[config.mk]
export PLATFORM = sky130hd
export DESIGN_NAME = keypad_scan
export DESIGN_NICKNAME = d
export VERILOG_FILES = /design/src/rtl/keypad_pkg.sv /design/src/rtl/scan_tick_gen.sv /design/src/rtl/keypad_scan.sv
export SDC_FILE = /design/constraint.sdc
export NUM_CORES = 1
export LEC_CHECK = 0
export ABC_AREA = 1
export ABC_CLOCK_PERIOD_IN_PS = 3900
export CAP_MARGIN = 20
export CORE_MARGIN = 2
export CORE_UTILIZATION = 35
export CTS_CLUSTER_DIAMETER = 80
export DETAILED_ROUTE_END_ITERATION = 6
export SETUP_SLACK_MARGIN = 0.05
export SLEW_MARGIN = 20
export SYNTH_ARGS = -nofsm -noshare
export SYNTH_HDL_FRONTEND = slang
export SYNTH_SLANG_ARGS = --single-unit
export TNS_END_PERCENT = 1
[constraint.sdc]
create_clock -name clk -period 3.9 [get_ports clk]
set_input_delay 1.17 -clock clk [delete_from_list [all_inputs] [get_ports clk]]
set_output_delay 1.17 -clock clk [all_outputs]
set_load 0.02 [all_outputs]
[src/rtl/keypad_pkg.sv]
// keypad_pkg: shared types and constants for the 4x4 keypad scanner
package keypad_pkg;
  typedef enum logic [1:0] {
    SCAN      = 2'd0,
    PRESS_DEB = 2'd1,
    HELD      = 2'd2,
    REL_DEB   = 2'd3
  } state_t;
  localparam logic [3:0] ROW_IDLE = 4'b1111;
  localparam int KEY_ROW_W = 2;
  localparam int KEY_COL_W = 2;
  localparam int KEY_W = KEY_ROW_W + KEY_COL_W;
  function automatic logic [KEY_COL_W-1:0] first_low(input logic [3:0] c);
    return !c[0] ? 2'd0 : !c[1] ? 2'd1 : !c[2] ? 2'd2 : 2'd3;
  endfunction
endpackage

[src/rtl/scan_tick_gen.sv]
// scan_tick_gen: free-running divider producing a 1-clk tick every 2^DIV_W clks
//   clk  : system clock
//   rst  : asynchronous active-high reset
//   tick : high for one clk while the divider is all-ones
module scan_tick_gen #(
  parameter int DIV_W = 18
) (
  input  logic clk,
  input  logic rst,
  output logic tick
);
  logic [DIV_W-1:0] div;
  always_ff @(posedge clk or posedge rst)
    if (rst) div <= '0;
    else div <= div + 1'b1;
  assign tick = &div;
endmodule

[src/rtl/keypad_scan.sv]
// keypad_scan: 4x4 matrix keypad scanner with debounce, one key code per press
//   clk       : system clock
//   rst       : asynchronous active-high reset
//   row       : active-low row drive, one row low at a time
//   col       : active-low column sense, asynchronous to clk
//   key_code  : row_idx*4 + col_idx of the last accepted key
//   key_valid : one-clk pulse when key_code is (re)issued
//   key_down  : high while the accepted key is held
// Define KEYPAD_REPEAT_EN to enable auto-repeat (REP_DELAY / REP_RATE ticks).
module keypad_scan import keypad_pkg::*; #(
  parameter int DIV_W     = 18,
  parameter int DEB_TICKS = 4,
  parameter int REP_DELAY = 64,
  parameter int REP_RATE  = 16
) (
  input  logic             clk,
  input  logic             rst,
  output logic [3:0]       row,
  input  logic [3:0]       col,
  output logic [KEY_W-1:0] key_code,
  output logic             key_valid,
  output logic             key_down
);
  localparam logic [3:0] DEB = 4'(DEB_TICKS);
  logic tick;
  logic [3:0] c1, col_s, cnt;
  state_t state;
  logic [KEY_ROW_W-1:0] row_idx, cand_row;
  logic [KEY_COL_W-1:0] cand_col;
  logic low, accept, rel, rep_fire;
  scan_tick_gen #(.DIV_W(DIV_W)) u_tick (.clk(clk), .rst(rst), .tick(tick));
  assign low = !col_s[cand_col];
  // Acceptance and release are the ticks on which the debounce count completes;
  // DEB_TICKS=1 completes on the detecting tick itself.
  assign accept = tick && ((state == SCAN && col_s != ROW_IDLE && DEB == 4'd1) ||
                           (state == PRESS_DEB && low && cnt + 4'd1 == DEB));
  assign rel = tick && ((state == HELD && !low && DEB == 4'd1) ||
                        (state == REL_DEB && !low && cnt + 4'd1 == DEB));
`ifdef KEYPAD_REPEAT_EN
  logic [15:0] rep_cnt;
  logic holding;
  assign holding = state == HELD || state == REL_DEB;
  // Down-counter reloaded at acceptance and after each repeat; fires at 1.
  assign rep_fire = tick && holding && rep_cnt == 16'd1 && !rel;
  always_ff @(posedge clk or posedge rst)
    if (rst) rep_cnt <= '0;
    else if (accept) rep_cnt <= 16'(REP_DELAY);
    else if (rel) rep_cnt <= '0;
    else if (tick && holding && rep_cnt != 16'd0) rep_cnt <= rep_fire ? 16'(REP_RATE) : rep_cnt - 16'd1;
`else
  localparam int unused_rep = REP_DELAY + REP_RATE;
  assign rep_fire = 1'b0;
`endif
  always_ff @(posedge clk or posedge rst)
    if (rst) begin
      c1 <= ROW_IDLE;
      col_s <= ROW_IDLE;
      state <= SCAN;
      row_idx <= '0;
      row <= 4'b1110;
      cand_row <= '0;
      cand_col <= '0;
      cnt <= '0;
      key_code <= '0;
      key_valid <= 1'b0;
      key_down <= 1'b0;
    end else begin
      c1 <= col;
      col_s <= c1;
      key_valid <= accept | rep_fire;
      if (tick)
        case (state)
          SCAN:
            if (col_s == ROW_IDLE) begin
              row_idx <= row_idx + 1'b1;
              row <= {row[2:0], row[3]};
            end else begin
              cand_row <= row_idx;
              cand_col <= first_low(col_s);
              cnt <= 4'd1;
              state <= accept ? HELD : PRESS_DEB;
            end
          PRESS_DEB:
            if (!low) state <= SCAN;
            else begin
              cnt <= cnt + 4'd1;
              if (accept) state <= HELD;
            end
          HELD:
            if (!low) begin
              cnt <= 4'd1;
              state <= rel ? SCAN : REL_DEB;
            end
          REL_DEB:
            if (low) state <= HELD;
            else begin
              cnt <= cnt + 4'd1;
              if (rel) state <= SCAN;
            end
        endcase
      if (accept) begin
        key_code <= {row_idx, state == SCAN ? first_low(col_s) : cand_col};
        key_down <= 1'b1;
      end
      if (rel) begin
        key_down <= 1'b0;
        row_idx <= row_idx + 1'b1;
        row <= {row[2:0], row[3]};
      end
    end
endmodule

# Word level (Yosys, flattened, before mapping)
# Cells that the tools add are included.
# Widths: inputs -> output; s select.
[word_totals]
regBits = 46
latch_bits = 0
mem_bits_rw = 0
mem_bits_ro = 0
input_bits = 6
output_inout_bits = 10
elab_cells = 74
mem_count = 0
[op_classes]
n_addsub = 3
mul = 0
div = 0
order_cmp = 1
eq_ne = 11
shift = 0
n_mux = 30
bitwise_logic = 1
n_reduce_logical = 17
[ops]
columns = ["operator", "count"]
rows = [
  ["$reduce_and 22->1", 2],
  ["$mux 4", 8],
  ["$mux 2", 15],
  ["$reduce_and 20->1", 1],
  ["$add 18x1->18 const B", 1],
  ["$reduce_and 18->1", 1],
  ["$pmux 4 s4", 1],
  ["$pmux 2 s4", 1],
  ["$reduce_bool 2->1", 4],
  ["$logic_and 1x1->1", 6],
  ["$ne 2x2->1 const B", 3],
  ["$add 4x1->4 const B", 1],
  ["$eq 2x2->1 const B", 2],
  ["$eq 4x3->1 const B", 1],
  ["$eq 4x4->1 const B", 1],
  ["$mux 1", 4],
  ["$lt 2x3->1 const B", 1],
  ["$ne 3x2->1 const B", 1],
  ["$ne 3x3->1 const B", 1],
  ["$reduce_and 3->1", 1],
  ["$add 2x1->2 const B", 1],
  ["$bmux 1 s2", 1],
  ["$eq 2x1->1 const B", 1],
  ["$logic_not 2->1", 1],
  ["other kinds (3)", 3],
]

# Longest topological paths before layout
# Gate-level depths: netlist of the first run.
[depth]
depth_word = 9
mapped_depth = 11
mapped_depth_nobuf = 11

# By module
# A second synthesis of the first run with hierarchy kept.
[hier_totals]
cells_unflattened = 250
hier_area_um2 = 2222.1
[by_module_without_submodules]
columns = ["module", "n_inst", "cells_per_inst", "area_per_inst_um2", "seq_area_each_um2"]
rows = [
  ["keypad_scan", 1, 144, 1301.2, 714.4],
  ["scan_tick_gen", 1, 106, 920.9, 450.4],
]

# Least setup slack after synthesis of the first run
# Ideal clock, no wire load.
[synth_timing]
path_kind = "flip-flop to output port"
startpoint = "reg row[1]"
endpoint = "out row[1]"
t_arrival_ns = 0.571
t_required_ns = 2.730
path_slack_ns = 2.159
stages_incl_launch_ff = 1
path_buffers = 0
cell_sequence = "dfstp_2"
[synth_lines]
columns = ["item", "line", "rtl"]
rows = [
  ["start: declaration", "keypad_scan.sv:18", "output logic [3:0] row,"],
  ["start signal: assignment", "keypad_scan.sv:76", "row <= {row[2:0], row[3]};"],
  ["start signal: assignment", "keypad_scan.sv:108", "row <= {row[2:0], row[3]};"],
]
# No word-level cell between the ends.

# Worst setup path after layout of the first run
[layout_timing]
startpoint = "reg row[1]"
endpoint = "out row[1]"
# No word-level cell between the ends.

==> impl_metrics.tcl, run 1 <==
set metrics [dict create \
    drv_slew 0 \
    maxCapViolCount 0 \
    power.total_mw 0.814 \
    drc_errors 0 \
    syn_area_mm2 0.00210 \
    routedWlPerCell_um 10.1 \
    grt_pass1_vias 1168 \
    seqCellArea_mm2 0.00116 \
    globalRouteMet1Util_pct 15.9 \
    cp-start-kind "flop" \
    antenna_left 0 \
    row_count 28 \
    layout_setup_ws_ns 1.28 \
    powerDensity_mw_per_mm2 332 \
    cts_setup_buffers 0 \
    die_w_um 81.5 \
    synth_cells 219 \
    fmax_ghz 0.382 \
    critPathArrivalTime_ns 1.45 \
    fin_crit_ns 2.62 \
    clock-sinks 46 \
    dpl.hpwl_um 2420 \
    crit_family "buffers and inverters" \
    core_mm2 0.00585 \
    crit_path_end_kind "primary output" \
    hold_slack_ns 0.359 \
    cts-root-buf "clkbuf_8" \
    placed_area_mm2 0.00235 \
    cts_tree "yes" \
    antenna_found_initial 0 \
    avgSynthCellArea_um2 9.60 \
    reg2reg_from "u_tick.div[0]$_DFF_PP0_" \
    path_cells "clkdlybuf4s50_1" \
    slowest_delay_ns 0.60 \
    synthesis.nets 227 \
    final-setup-viol-count 0 \
    layout-drive-gt1-share_pct 16.0 \
    clk_pin_slew_ns 0.09 \
    reg2reg_setup_slack_ns 2.24 \
    ioPinCount 16 \
    initial_core_util_pct 35.9 \
    multi_input_area_um2 841 \
    required_ns 2.73 \
    cts_resized 0 \
    met2_usage_pct 14.8 \
    dr.pass1.iters 4 \
    ys_types 25 \
    yosysSeqAreaShare_pct 55.4 \
    busiest_layer "met1" \
    status "finished clean" \
    crit_path_start "row[1]$_DFFE_PP1P_" \
    synth_largest_area_cell "dfrtp_1" \
    postCtsHoldBufs 0 \
    hp-class "flop to flop" \
    cts_buffers 5 \
    place_congestion 0.826 \
    crit_fanout 3 \
    worst_pin_slew_ns 0.581 \
    layout_common_cells "nand2_1 (66), dfrtp_1 (35), inv_1 (22), clkdlybuf4s50_1 (15), xor2_1 (13)" \
    grtUsageTotal_pct 10.7 \
    finalNetCount 250 \
    fin_area_mm2 0.00245 \
    overflow 0 \
    grt_pass1_wl_um 5430 \
    grt_max_degree 31 \
    finalCritPeriodShare_pct 67.1 \
    wirelength_um 3200 \
    worst-path-buf-inv 1 \
    clk_path_buf_depth 2 \
    dieHeight_um 81.5 \
    finalHoldViolCount 0 \
    ys_ff_latch 46 \
    yosys-top-cells-area "dfrtp_1 (42%), dfstp_2 (14%), nand2_1 (12%)" \
    finClkSkew_ns 0.00781 \
    first_iter_violations 87 \
    io_buffers 15 \
    rsz0062_at_grt "no" \
    yosysTopAreaCellShare_pct 41.6 \
    fin_tns_setup_ns 0 \
    diodes 0 \
    area.growth.synth_to_final_pct 16.7 \
    pre_cts_ws_ns 1.59 \
    vias_per_cell 4.36 \
    h-tree-depth 2 \
    mostFrequentLayoutCell "nand2_1" \
    peakVddDrop_v 0.000133 \
    clock_latency_ns 0.30 \
    num_vias 1386 \
    critPathSlowestCell "clkdlybuf4s50_1" \
    worstSetupPathType "flop to primary output" \
    grt_use_met3_pct 3.30 \
    fillCellCount 564 \
    hp-start "c1[0]$_DFF_PP1_" \
    ys_warn_count 0 \
    maxSlewHeadroom_pct 61.1 \
    dieArea_mm2 0.00665 \
    leakagePower_nw 1.18 \
]
==> power breakdown <==
part	internal, mW	total, mW	leakage [nW]	switching, mW
combinational	0.00678	0.0205	0.538	0.0137
sequential	0.484	0.486	0.590	0.00197
clock	0.146	0.308	0.0478	0.162
total	0.637	0.814	1.18	0.177
==> stage by stage <==
stage               utilization, %  std cells
CTS                           41.9        318
detailed placement            40.2        310
finish                        41.9        318
global placement              40.2        310
floorplan                        -        219
global route                  41.9        318
==> cells in the mapped netlist, drive strengths merged <==
master,n
dfrtp,35
xor2,13
a21oi,1
dfstp,11
nand4,4
a21boi,1
o21ai,13
ha,2
nor2,18
xnor2,5
nand3b,1
clkinv,1
inv,25
nand2,71
nand3,15
nor3,3
==> final timing paths <==
path                                      endpoint  cells after the start
min in group asynchronous       cnt[2]$_DFFE_PP0P_                      2
worst min-delay path            col_s[0]$_DFF_PP1_                      0
worst min register to register  col_s[0]$_DFF_PP1_                      0
worst max register to register  row[0]$_DFFE_PP0P_                     10
max in group asynchronous       row[2]$_DFFE_PP1P_                      3
worst max-delay path                        row[1]                      1
==> cell type report <==
cell class                 count  area share (%)
timing repair buffer          16            6.43
multi-input combinational    147            34.3
tap                           75            3.82
clock buffer                   6            3.37
inverter                      26            3.98
clock inverter                 2           0.663
sequential                    46            47.5
==> metal layers <==
layer / part of all wire, % / vias up
li1: - / 727
met1: 52 / 641
met2: 44 / 16
met3: 3.3 / 2
met4: 0.47 / 0
met5: 0 / -
==> cell families after synthesis <==
family                     after synthesis  synth area share, %
DFF                                     46                 55.4
and+or+nand+nor                        112                 27.6
xor gates and xnor gates                18                 7.50
adders and majority gates                2                 1.19
AOI/OAI and AO/OA                       15                 3.69
buffers and inverters                   26                 4.64
==> registers in the layout (all words and copies together), names as in the netlist <==
name	count
c1	4
cand_col	2
cnt	4
col_s	4
key_code	4
key_down	1
key_valid	1
row	4
row_idx	2
state	2
u_tick.div	18
No activity file was read; power rests on OpenSTA's default activity.
==> inputs of run 2 (changes only) <==
- ABC_CLOCK_PERIOD_IN_PS: 3900 -> 2660
- clock period: 3.9 -> 2.66 ns (I/O delays scaled with it)
==> run 2 against run 1 <==
Net effect:
- power up 56%
- non-clock buffer count unchanged
- count of clock-buffer cells in the layout down 1
- largest cell class unchanged
- highest routed layer unchanged
==> impl_metrics.tcl, run 2 (synthesis gave the netlist of run 1 again) <==
set metrics [dict create \
    status "finished clean" \
    postCtsHoldBufs 0 \
    grt_max_degree 47 \
    dieArea_mm2 0.00665 \
    peakVddDrop_v 0.000226 \
    antenna_found_initial 0 \
    hp-class "flop to flop" \
    dieHeight_um 81.5 \
    initial_core_util_pct 35.9 \
    grt_pass1_wl_um 5620 \
    layout-drive-gt1-share_pct 16.0 \
    power.total_mw 1.27 \
    cp.depth 1 \
    grt_pass1_vias 1260 \
    critPathSlowestCell "clkdlybuf4s50_1" \
    num_vias 1405 \
    place_congestion 0.776 \
    largest_register "u_tick.div" \
    finalCritPeriodShare_pct 85.0 \
    antenna_left 0 \
    wirelength_um 3250 \
    crit_fanout 3 \
    clk_path_buf_depth 2 \
    diodes 0 \
    first_iter_violations 78 \
    leakagePower_nw 1.19 \
    reg2reg_setup_slack_ns 0.96 \
    routedWlPerCell_um 10.2 \
    ioPinCount 16 \
    cts_buffers 5 \
    clock-sinks 46 \
    row_count 28 \
    layout_setup_ws_ns 0.400 \
    clock_latency_ns 0.30 \
    cts-root-buf "clkbuf_8" \
    finClkSkew_ns 0.0114 \
    placed_area_mm2 0.00237 \
    worst_pin_slew_ns 0.308 \
    slowest_delay_ns 0.60 \
    layout_common_cells "nand2_1 (66), dfrtp_1 (35), inv_1 (22), clkdlybuf4s50_1 (15), xor2_1 (13)" \
    drv_slew 0 \
    final-setup-viol-count 0 \
    seqCellArea_mm2 0.00116 \
    path_cells "clkdlybuf4s50_1" \
    reg2reg_from "u_tick.div[0]$_DFF_PP0_" \
    clk_pin_slew_ns 0.09 \
    fin_crit_ns 2.26 \
    worstSetupPathType "flop to primary output" \
    die_w_um 81.5 \
    multi_input_area_um2 841 \
    fmax_ghz 0.442 \
    finalNetCount 250 \
    pre_cts_ws_ns 0.728 \
    worst_r2r_endpoint "row[0]$_DFFE_PP0P_" \
    fin_area_mm2 0.00248 \
    powerDensity_mw_per_mm2 513 \
    required_ns 1.86 \
    critPathArrivalTime_ns 1.46 \
    crit_path_start "row[1]$_DFFE_PP1P_" \
    overflow 0 \
    dpl.hpwl_um 2340 \
    largest_reg_flops 18 \
    dr.pass1.iters 4 \
    maxSlewHeadroom_pct 79.4 \
    cp-start-kind "flop" \
    grtUsageTotal_pct 11.1 \
    ff2ff_path_depth 10 \
    fillCellCount 559 \
    io_buffers 15 \
    core_mm2 0.00585 \
    cts_tree "yes" \
    cts_resized 0 \
    finalHoldViolCount 0 \
    worst-path-buf-inv 1 \
    fin_tns_setup_ns 0 \
    crit_path_end_kind "primary output" \
    maxCapViolCount 0 \
    endpoint "row[1]" \
    rsz0062_at_grt "no" \
    vias_per_cell 4.42 \
    h-tree-depth 2 \
    drc_errors 0 \
    mostFrequentLayoutCell "nand2_1" \
    crit_family "buffers and inverters" \
    area.growth.synth_to_final_pct 17.9 \
    cts_setup_buffers 0 \
]
==> run 2: changes by cell type in the layout (fill, tap and decap cells not counted) <==
cell	previous run	this run
buf_12	0	1
clkbuf_8	6	5
buf_4	1	0
clkinv_2	0	1
bufinv_16	0	1
clkinvlp_4	1	0
==> run 2: worst min path at each step <==
stage                               start            endpoint  slack, ns  depth (start not counted)
after CTS                 c1[2]$_DFF_PP1_  col_s[2]$_DFF_PP1_       0.36                          0
after detailed placement  c1[2]$_DFF_PP1_  col_s[2]$_DFF_PP1_       0.35                          0
after floorplan           c1[0]$_DFF_PP1_  col_s[0]$_DFF_PP1_       0.35                          0
after global routing      c1[0]$_DFF_PP1_  col_s[0]$_DFF_PP1_       0.36                          0
after global placement    c1[0]$_DFF_PP1_  col_s[0]$_DFF_PP1_       0.35                          0
final                     c1[2]$_DFF_PP1_  col_s[2]$_DFF_PP1_       0.36                          0
==> run 2: stage by stage <==
| step | util [%] | cells | hold WS (ns) |
|---|---|---|---|
| 6_report | 42.4 | 318 | 0.358 |
| 5_1_grt | 42.4 | 318 | 0.363 |
| 4_1_cts | 42.4 | 318 | 0.360 |
| 3_5_place_dp | 40.5 | 310 | 0.347 |
| 3_3_place_gp | 40.5 | 310 | 0.347 |
| 2_1_floorplan | - | 219 | 0.345 |
==> run 2: power breakdown <==
group	internal [mW]	switching (mW)
sequential	0.710	0.00271
combinational	0.0121	0.0209
clock	0.282	0.246
total	1.00	0.269
==> run 2: final cells by class <==
class / count / area share [%]
Inverter: 26 / 3.94
Timing Repair Buffer: 16 / 6.86
Multi-Input combinational cell: 147 / 33.9
Sequential cell: 46 / 47.0
Tap cell: 75 / 3.78
Clock buffer: 5 / 2.77
Clock inverter: 3 / 1.77
==> run 2: routing by layer <==
metal	GRT usage (%)	vias up	part of all wire, %	wire length, µm
met1	15.4	640	51	1670
met4	4.58	0	1.6	51
met2	16.2	28	42	1370
met5	0	-	0	0
li1	-	730	-	-
met3	3.30	7	4.8	155
==> inputs of run 3 (changes only) <==
- ABC_CLOCK_PERIOD_IN_PS: 2660 -> 2100
- clock period: 2.66 -> 2.1 ns (I/O delays scaled with it)
==> run 3 against run 2 <==
Net effect:
- setup slack lost 0.22 ns
- largest cell class unchanged
- count of clock-buffer cells in the layout grew 1
- highest routed layer unchanged
- critical endpoint is now row[0]
- first-iteration DRC count grew 17%
- final cell count is the same
==> impl_metrics.tcl, run 3 (synthesis gave the netlist of run 1 again) <==
set metrics [dict create \
    p_clk_share_pct 40.8 \
    drc_errors 0 \
    largest_register "u_tick.div" \
    switchingPower_mw 0.327 \
    final-setup-viol-count 0 \
    ioPinCount 16 \
    overflow 0 \
    fin_crit_ns 1.92 \
    antenna_left 0 \
    finalHoldViolCount 0 \
    placed_area_mm2 0.00237 \
    layout_common_cells "nand2_1 (66), dfrtp_1 (35), inv_1 (22), xor2_1 (13)" \
    wirelength_um 3250 \
    diodes 0 \
    io_buffers 15 \
    h-tree-depth 2 \
    maxCapViolCount 0 \
    finalCritPeriodShare_pct 91.2 \
    path_cells "clkdlybuf4s50_1" \
    hp-class "flop to flop" \
    fin_tns_setup_ns 0 \
    dieHeight_um 81.5 \
    largest_reg_flops 18 \
    place_congestion 0.726 \
    peakVddDrop_v 0.000289 \
    worstSetupPathType "flop to primary output" \
    status "finished clean" \
    routedWlPerCell_um 10.2 \
    num_vias 1399 \
    crit_family "buffers and inverters" \
    row_count 28 \
    critPathArrivalTime_ns 1.29 \
    critPathSlowestCell "clkdlybuf4s50_1" \
    leakagePower_nw 1.23 \
    maxSlewHeadroom_pct 79.9 \
    seqCellArea_mm2 0.00116 \
    clock_latency_ns 0.29 \
    p_sw_share_pct 20.5 \
    worst_pin_slew_ns 0.298 \
    grt_pass1_wl_um 5870 \
    cp-start-kind "flop" \
    cts_setup_buffers 0 \
    area.growth.synth_to_final_pct 18.0 \
    initial_core_util_pct 35.9 \
    cts_tree "yes" \
    antenna_found_initial 0 \
    grtUsageTotal_pct 11.5 \
    clock-sinks 46 \
    first_iter_violations 91 \
    drv_slew 0 \
    die_w_um 81.5 \
    layout-drive-gt1-share_pct 15.6 \
    grt_max_degree 47 \
    dpl.hpwl_um 2300 \
    dr.pass1.iters 4 \
    fillCellCount 572 \
    cts_buffers 5 \
    cts-root-buf "clkbuf_8" \
    core_mm2 0.00585 \
    postCtsHoldBufs 0 \
    worst-path-buf-inv 1 \
    fin_area_mm2 0.00248 \
    required_ns 1.47 \
    pwr-share-seq_pct 56.5 \
    finClkSkew_ns 0.00480 \
    crit_fanout 3 \
    grt_pass1_vias 1307 \
    slowest_delay_ns 0.61 \
    intPower_mw 1.27 \
    finalNetCount 250 \
    rsz0062_at_grt "no" \
    powerDensity_mw_per_mm2 644 \
    p_comb_share_pct 2.6 \
    dieArea_mm2 0.00665 \
    clk_path_buf_depth 2 \
    multi_input_area_um2 841 \
    vias_per_cell 4.40 \
    clk_pin_slew_ns 0.08 \
    crit_path_end_kind "primary output" \
    mostFrequentLayoutCell "nand2_1" \
    fmax_ghz 0.522 \
]
[run 3: cell count changes in the layout (fill, tap and decap cells not counted), sizes merged]
| cell | before | now |
|---|---|---|
| clkdlybuf4s50 | 15 | 12 |
| dlygate4sd2 | 0 | 1 |
| clkinv | 3 | 2 |
| dlymetal6s2s | 0 | 2 |
| clkbuf | 5 | 6 |
| inv | 25 | 24 |
| clkinvlp | 0 | 1 |
[run 3: layout make-up]
cell class                 instances  share of cell area (%)
multi-input combinational        147                    33.9
tap                               75                    3.78
clock inverter                     2                    1.51
sequential                        46                    46.9
timing repair buffer              16                    7.01
inverter                          26                    3.93
clock buffer                       6                    2.92
[run 3: timing repair]
action                                  in CTS  in global routing
pin swaps                                    0                  0
hold endpoints to repair                     0                  0
endpoints found under the setup margin       3                  2
gates resized for setup                      1                  2
[run 3: path summary, 6_finish.rpt]
path	startpoint	end	slack, ns	cells past startpoint
worst max-delay path	row[0]$_DFFE_PP0P_	row[0]	0.18	1
worst min-delay path	c1[0]$_DFF_PP1_	col_s[0]$_DFF_PP1_	0.36	0
worst max register to register	u_tick.div[0]$_DFF_PP0_	row_idx[1]$_DFFE_PP0P_	0.46	10
worst min register to register	c1[0]$_DFF_PP1_	col_s[0]$_DFF_PP1_	0.36	0
max in group asynchronous	rst	row[3]$_DFFE_PP1P_	1.16	3
min in group asynchronous	rst	cand_col[0]$_DFFE_PP0P_	0.68	3
[run 3: per-layer routing]
metal / global-route usage (%) / part of all wire [%] / up-vias
li1: - / - / 729
met1: 15.6 / 50 / 644
met2: 17.1 / 44 / 19
met3: 3.63 / 3.6 / 7
met4: 4.58 / 1.8 / 0
met5: 0 / 0 / -
[run 3: power by group through the flow]
stage,registers (mW),clock network (mW),logic [mW]
global placement,0.920,0,0.0428
detailed placement,0.920,0,0.0438
finish,0.903,0.652,0.0417
CTS,0.903,0.680,0.0437
global route,0.904,0.716,0.0476
floorplan,0.919,0,0.0220
[run 3: per-stage QoR]
step	power (mW)	utilization [%]	hold slack (ns)	setup slack, ns	instances
2_1_floorplan	0.941	-	0.345	0.400	219
3_3_place_gp	0.962	40.5	0.346	0.358	310
3_5_place_dp	0.964	40.5	0.347	0.352	310
4_1_cts	1.63	42.3	0.360	0.0188	318
5_1_grt	1.67	42.4	0.362	0.113	318
6_report	1.60	42.4	0.358	0.184	318
